<file path="config.mk">
export PLATFORM = sky130hd
export DESIGN_NAME = fifo_stream_ctrl
export DESIGN_NICKNAME = d
export VERILOG_FILES = /design/src/rtl/fifo_stream_ctrl.sv
export SDC_FILE = /design/constraint.sdc
export NUM_CORES = 1
export LEC_CHECK = 0
export CAP_MARGIN = 20
export CORE_MARGIN = 2
export CORE_UTILIZATION = 40
export CTS_BUF_LIST = sky130_fd_sc_hd__clkbuf_8
export DETAILED_ROUTE_END_ITERATION = 8
export DONT_BUFFER_PORTS = 1
export GPL_TIMING_DRIVEN = 0
export PLACE_DENSITY = 0.59
export SLEW_MARGIN = 20
export SYNTH_ARGS = -nofsm -noshare
export SYNTH_HDL_FRONTEND = slang
export SYNTH_SLANG_ARGS = --single-unit
export TNS_END_PERCENT = 30
</file>
<file path="constraint.sdc">
create_clock -name clk143 -period 7.95 [get_ports clk143]
set_input_delay 1.59 -clock clk143 [delete_from_list [all_inputs] [get_ports clk143]]
set_output_delay 1.59 -clock clk143 [all_outputs]
set_load 0.01 [all_outputs]
</file>
<file path="src/rtl/fifo_stream_ctrl.sv">
// Stream sequencer for a 16-in/24-out watermark FIFO: primes to high watermark, pops one
// sample per rate tick and refills in bursts with low/high hysteresis, tracking fill in bits.
module fifo_stream_ctrl #(
  parameter int WRITE_W     = 16,
  parameter int READ_W      = 24,
  parameter int BUF_BITS    = 512,
  parameter int TICK_DIV    = 2979,
  parameter int BURST_WORDS = 32
) (
  input  logic               clk143,
  input  logic               rst_n,
  input  logic               enable,
  output logic               src_req,
  input  logic               src_valid,
  input  logic [WRITE_W-1:0] src_data,
  output logic               src_ready,
  output logic               fifo_we,
  output logic [WRITE_W-1:0] fifo_din,
  output logic               fifo_pop,
  input  logic [READ_W-1:0]  fifo_dout,
  input  logic               fifo_hw,
  input  logic               fifo_lw,
  output logic               snk_valid,
  output logic [READ_W-1:0]  snk_data,
  output logic               underrun,
  output logic [15:0]        underrun_cnt,
  output logic [1:0]         state
);

  localparam int LVL_W   = $clog2(BUF_BITS) + 1;
  localparam int TICK_W  = $clog2(TICK_DIV);
  localparam int BURST_W = $clog2(BURST_WORDS) + 1;

  localparam logic [1:0] S_IDLE   = 2'd0;
  localparam logic [1:0] S_PRIME  = 2'd1;
  localparam logic [1:0] S_RUN    = 2'd2;
  localparam logic [1:0] S_REFILL = 2'd3;

  localparam logic [LVL_W-1:0]   WR_INC     = LVL_W'(WRITE_W);
  localparam logic [LVL_W-1:0]   RD_DEC     = LVL_W'(READ_W);
  localparam logic [LVL_W-1:0]   WR_LIMIT   = LVL_W'(BUF_BITS - WRITE_W);
  localparam logic [TICK_W-1:0]  TICK_LAST  = TICK_W'(TICK_DIV - 1);
  localparam logic [BURST_W-1:0] BURST_LAST = BURST_W'(BURST_WORDS - 1);

  logic [1:0]         state_q, state_d;
  logic [LVL_W-1:0]   level_q, level_d;
  logic [TICK_W-1:0]  tick_cnt_q, tick_cnt_d;
  logic [BURST_W-1:0] burst_cnt_q, burst_cnt_d;
  logic               src_req_q, src_req_d;
  logic               snk_valid_q, snk_valid_d;
  logic [READ_W-1:0]  snk_data_q, snk_data_d;
  logic               underrun_q, underrun_d;
  logic [15:0]        underrun_cnt_q, underrun_cnt_d;

  logic in_stream_s;
  logic stay_stream_s;
  logic tick_s;
  logic pop_s;
  logic ready_s;
  logic accept_s;
  logic burst_done_s;

  // Handshake, tick and pop decode from the current registered state.
  always_comb begin
    in_stream_s  = (state_q == S_RUN) || (state_q == S_REFILL);
    tick_s       = in_stream_s && (tick_cnt_q == TICK_LAST);
    pop_s        = tick_s && (level_q >= RD_DEC);
    ready_s      = src_req_q && (level_q <= WR_LIMIT);
    accept_s     = src_valid && ready_s;
    burst_done_s = accept_s && (burst_cnt_q == BURST_LAST);
  end

  // Sequencer next state; a low enable wins over every other transition.
  always_comb begin
    state_d = state_q;
    if (!enable) begin
      state_d = S_IDLE;
    end else begin
      case (state_q)
        S_IDLE:   state_d = S_PRIME;
        S_PRIME:  state_d = fifo_hw ? S_RUN : S_PRIME;
        S_RUN:    state_d = fifo_lw ? S_REFILL : S_RUN;
        S_REFILL: state_d = fifo_hw ? S_RUN : S_REFILL;
        default:  state_d = S_IDLE;
      endcase
    end
  end

  // Burst request, fill level, rate tick and sample/underrun bookkeeping.
  always_comb begin
    stay_stream_s = in_stream_s && ((state_d == S_RUN) || (state_d == S_REFILL));
    src_req_d     = ((state_d == S_PRIME) || (state_d == S_REFILL)) && !burst_done_s;

    if (!src_req_d) begin
      burst_cnt_d = BURST_W'(0);
    end else if (accept_s) begin
      burst_cnt_d = burst_cnt_q + BURST_W'(1);
    end else begin
      burst_cnt_d = burst_cnt_q;
    end

    level_d = level_q + (accept_s ? WR_INC : LVL_W'(0)) - (pop_s ? RD_DEC : LVL_W'(0));

    if (!stay_stream_s) begin
      tick_cnt_d = TICK_W'(0);
    end else if (tick_s) begin
      tick_cnt_d = TICK_W'(0);
    end else begin
      tick_cnt_d = tick_cnt_q + TICK_W'(1);
    end

    snk_valid_d    = tick_s;
    snk_data_d     = pop_s ? fifo_dout : snk_data_q;
    underrun_d     = underrun_q || (tick_s && !pop_s);
    underrun_cnt_d = underrun_cnt_q;
    if (tick_s && !pop_s && (underrun_cnt_q != 16'hFFFF)) begin
      underrun_cnt_d = underrun_cnt_q + 16'd1;
    end else begin
      underrun_cnt_d = underrun_cnt_q;
    end
  end

  // State registers; reset abandons any burst in flight without touching the FIFO.
  always_ff @(posedge clk143 or negedge rst_n) begin
    if (!rst_n) begin
      state_q        <= S_IDLE;
      level_q        <= LVL_W'(0);
      tick_cnt_q     <= TICK_W'(0);
      burst_cnt_q    <= BURST_W'(0);
      src_req_q      <= 1'b0;
      snk_valid_q    <= 1'b0;
      snk_data_q     <= {READ_W{1'b0}};
      underrun_q     <= 1'b0;
      underrun_cnt_q <= 16'd0;
    end else begin
      state_q        <= state_d;
      level_q        <= level_d;
      tick_cnt_q     <= tick_cnt_d;
      burst_cnt_q    <= burst_cnt_d;
      src_req_q      <= src_req_d;
      snk_valid_q    <= snk_valid_d;
      snk_data_q     <= snk_data_d;
      underrun_q     <= underrun_d;
      underrun_cnt_q <= underrun_cnt_d;
    end
  end

  assign src_req      = src_req_q;
  assign src_ready    = ready_s;
  assign fifo_we      = accept_s;
  assign fifo_din     = src_data;
  assign fifo_pop     = pop_s;
  assign snk_valid    = snk_valid_q;
  assign snk_data     = snk_data_q;
  assign underrun     = underrun_q;
  assign underrun_cnt = underrun_cnt_q;
  assign state        = state_q;

endmodule

</file>
==> results.py <==
metrics = {
    "floorplan": {
        "core_area_um2": 8640,
        "start_util": 0.409,
        "io_pins": 110,
        "fp.dieW_um": 97.9,
        "rows": 34,
        "dieArea_um2": 9590,
        "die_h_um": 97.9,
    },
    "clock_tree": {
        "clk_path_buf_depth": 2,
        "cts_buffers": 9,
        "ctsResizeCount": 0,
        "cts_root_buf": "clkbuf_8",
        "clk_pin_slew_ns": 0.07,
        "cts_sinks": 70,
        "ctsHoldBuffers": 0,
        "cts_tree": "done",
        "htree_levels": 3,
        "cts_setup_buffers": 0,
        "clk_latency_ns": 0.34,
    },
    "sta": {
        "fin_tns_setup_ns": 0,
        "finalSetupViolCount": 0,
        "hold_ws_ns": 0.513,
        "max_slew_margin": 0.316,
        "finalHoldViolCount": 0,
        "setup_ws_ns": 4.36,
        "drv_slew": 0,
        "rsz0062_at_grt": "false",
        "tightest_slew_ns": 1.01,
        "skew_ns": 0.0107,
        "post-route-period-util": 0.452,
        "fin_crit_ns": 3.59,
        "max_freq_mhz": 279,
    },
    "global_routing": {
        "grt_max_degree": 71,
        "grt_pass1_wl_um": 10600,
        "grt_use_total": 0.136,
        "antenna_found_initial": 0,
        "grt_overflow": 0,
        "grt_pass1_vias": 2220,
    },
    "logic_synthesis": {
        "yosysTopAreaCell": "dfrtp_1",
        "syn_inst": 314,
        "synth_adder_area_share": 0.0787,
        "synth_top_family_by_area": "simple AND/OR/NAND/NOR gates",
        "syn_avg_cell_area_um2": 11.2,
        "synth_compound_area_frac": 0.0610,
        "synth_top_flop_cell": "dfrtp_1",
        "synth_xor_area_frac": 0.0695,
        "synth_edf_count": 0,
        "ys_warn_count": 0,
        "yosys-top-cells-area": "dfrtp_1 50%, mux2_2 8.0%, ha_1 6.7%, xnor2_1 4.7%, buf_4 3.8%",
        "synth-simple-area-share": 0.150,
        "yosys.area.top_type_share": 0.496,
        "ys_ff_latch": 70,
        "synth_area_um2": 3530,
        "synth_nets": 381,
        "synth.distinct_cells": 44,
        "postSynth.asyncResetShare": 1.00,
        "muxShareOfSynthArea": 0.0798,
        "yosysSeqAreaShare": 0.496,
    },
    "worst_setup_path": {
        "crit_required_ns": 8.21,
        "end_kind": "register",
        "startpoint_type": "primary input",
        "critical_path_arrival_ns": 3.85,
        "crit_fanout": 10,
        "cp_slowest_cell": "fa_1",
        "worstSetupPathType": "in -> reg",
        "cp_slowest_stage_delay_ns": 0.60,
        "rrSetupSlack_ns": 4.61,
        "cp_cell_sequence": "o2111a_1 > buf_2 > inv_1 > fa_1 > inv_1 > ha_1 > a21o_1 > a21oi_1 > o21ai_0 > a21oi_1 > xnor2_1",
    },
    "power_and_ir_drop": {
        "internal_power_uw": 557,
        "leakage_nw": 1.85,
        "clockPowerShare": 0.467,
        "total_power_uw": 699,
        "switching_share": 0.202,
        "p_per_area_nw_per_um2": 179,
        "pwr-share-comb": 0.018,
        "ir_drop_mv": 0.0656,
        "power_switching_uw": 141,
        "pwr-share-seq": 0.515,
    },
    "placement": {
        "place_hpwl_um": 4580,
        "dpl_cell_area_um2": 3660,
        "pre_cts_ws_ns": 4.00,
        "finalWeightedCongestion": 0.783,
        "port_buffers": 0,
    },
    "hold_path": {
        "hold_class": "reg -> reg",
    },
    "cells_and_area": {
        "final.fill_count": 819,
        "diodes": 0,
        "syn_to_final_growth_pct": 10.4,
        "final_nets": 392,
        "fin_area_um2": 3900,
        "drive_gt1_frac": 0.206,
        "layout_common_cells": "70 x dfrtp_1, 25 x mux2_2, 23 x nor2_1, 22 x inv_1, 20 x nand2_1",
        "mostFrequentLayoutCell": "dfrtp_1",
    },
    "route": {
        "vias": 2220,
        "drt_first_iter_violations": 55,
        "firstDrtPassIters": 4,
        "drc": 0,
        "wl_per_cell_um": 14.2,
        "drt_wl_total_um": 6200,
        "vias_per_cell": 5.07,
        "drtAntennaViolNets": 0,
    },
    "run_status": {
        "status": "complete, no violations",
    },
    "job": {
        "drv_cap": 0,
    },
}
==> synth_stat cells (3+ instances only) <==
library cell,count
dfrtp_1,70
a21oi_1,9
ha_1,19
mux2_2,25
buf_4,18
nand4_1,8
xnor2_1,19
nor3_1,5
xor2_1,9
inv_1,22
o21ai_0,7
nand2_1,20
nor2_1,23
nand3b_1,3
and3_1,6
nand3_1,15
==> flip-flops by register name, indices dropped and copies added (netlist names) <==
signal        cells
snk_valid         1
underrun_cnt     16
state             2
src_req           1
snk_data         24
burst_cnt_q       6
level_q           7
tick_cnt_q       12
underrun          1
==> final timing paths <==
path                                          from                        to  depth (start not counted)
setup / recovery                         src_valid      level_q[8]$_DFF_PN0_                         11
hold / removal             tick_cnt_q[0]$_DFF_PN0_   tick_cnt_q[0]$_DFF_PN0_                          1
setup reg to reg           tick_cnt_q[0]$_DFF_PN0_      level_q[9]$_DFF_PN0_                         15
hold reg to reg            tick_cnt_q[0]$_DFF_PN0_   tick_cnt_q[0]$_DFF_PN0_                          1
max in group asynchronous                    rst_n        underrun$_DFF_PN0_                          0
min in group asynchronous                    rst_n  snk_data[10]$_DFFE_PN0P_                          0
==> layout make-up <==
type | count | area (µm²) | share of cell area
tap | 108 | 135 | 0.0347
buffer | 20 | 144 | 0.0369
inverter | 22 | 82.6 | 0.0212
clock inverter | 5 | 81.3 | 0.0209
sequential | 70 | 1750 | 0.450
clock buffer | 11 | 151 | 0.0389
multi-input combinational | 202 | 1550 | 0.398
==> cells by family (layout without fill, tap and decap cells) <==
kind of cell    Yosys count  after routing
mux                      25             25
compound gates           30             30
buf+inv                  42             58
xor+xnor                 28             28
fa+ha+maj                21             21
flops                    70             70
simple gates             98             98
==> worst max-delay path, delay by kind of cell <==
family | cells | cell delay [ns]
AO/OA/AOI/OAI | 5 | 0.82
XOR/XNOR | 1 | 0.14
adder cells (fa/ha/maj) | 2 | 0.90
buffers and inverters | 3 | 0.40
==> power groups by stage <==
stage / Sequential (mW) / Clock (mW) / Combinational [mW]
final: 0.360 / 0.326 / 0.0123
after global routing: 0.360 / 0.352 / 0.0135
after CTS: 0.360 / 0.339 / 0.0125
after detailed placement: 0.367 / 0 / 0.0125
after global placement: 0.367 / 0 / 0.0125
after floorplan: 0.366 / 0 / 0.0112
==> layer usage <==
| metal | routed length, µm | vias to the layer above | GRT usage | part of all wire |
|---|---|---|---|---|
| met5 | 0 | - | 0 | 0 |
| met3 | 603 | 8 | 0.0651 | 0.097 |
| met2 | 2750 | 86 | 0.205 | 0.44 |
| met4 | 72 | 0 | 0.0449 | 0.012 |
| li1 | - | 1079 | - | - |
| met1 | 2780 | 1047 | 0.174 | 0.45 |
==> per-stage QoR <==
stage / cells / utilization
after floorplan: 314 / -
after global placement: 422 / 0.424
after detailed placement: 422 / 0.424
after CTS: 438 / 0.451
after global routing: 438 / 0.451
final: 438 / 0.451
(Power assumes the default switching activity.)
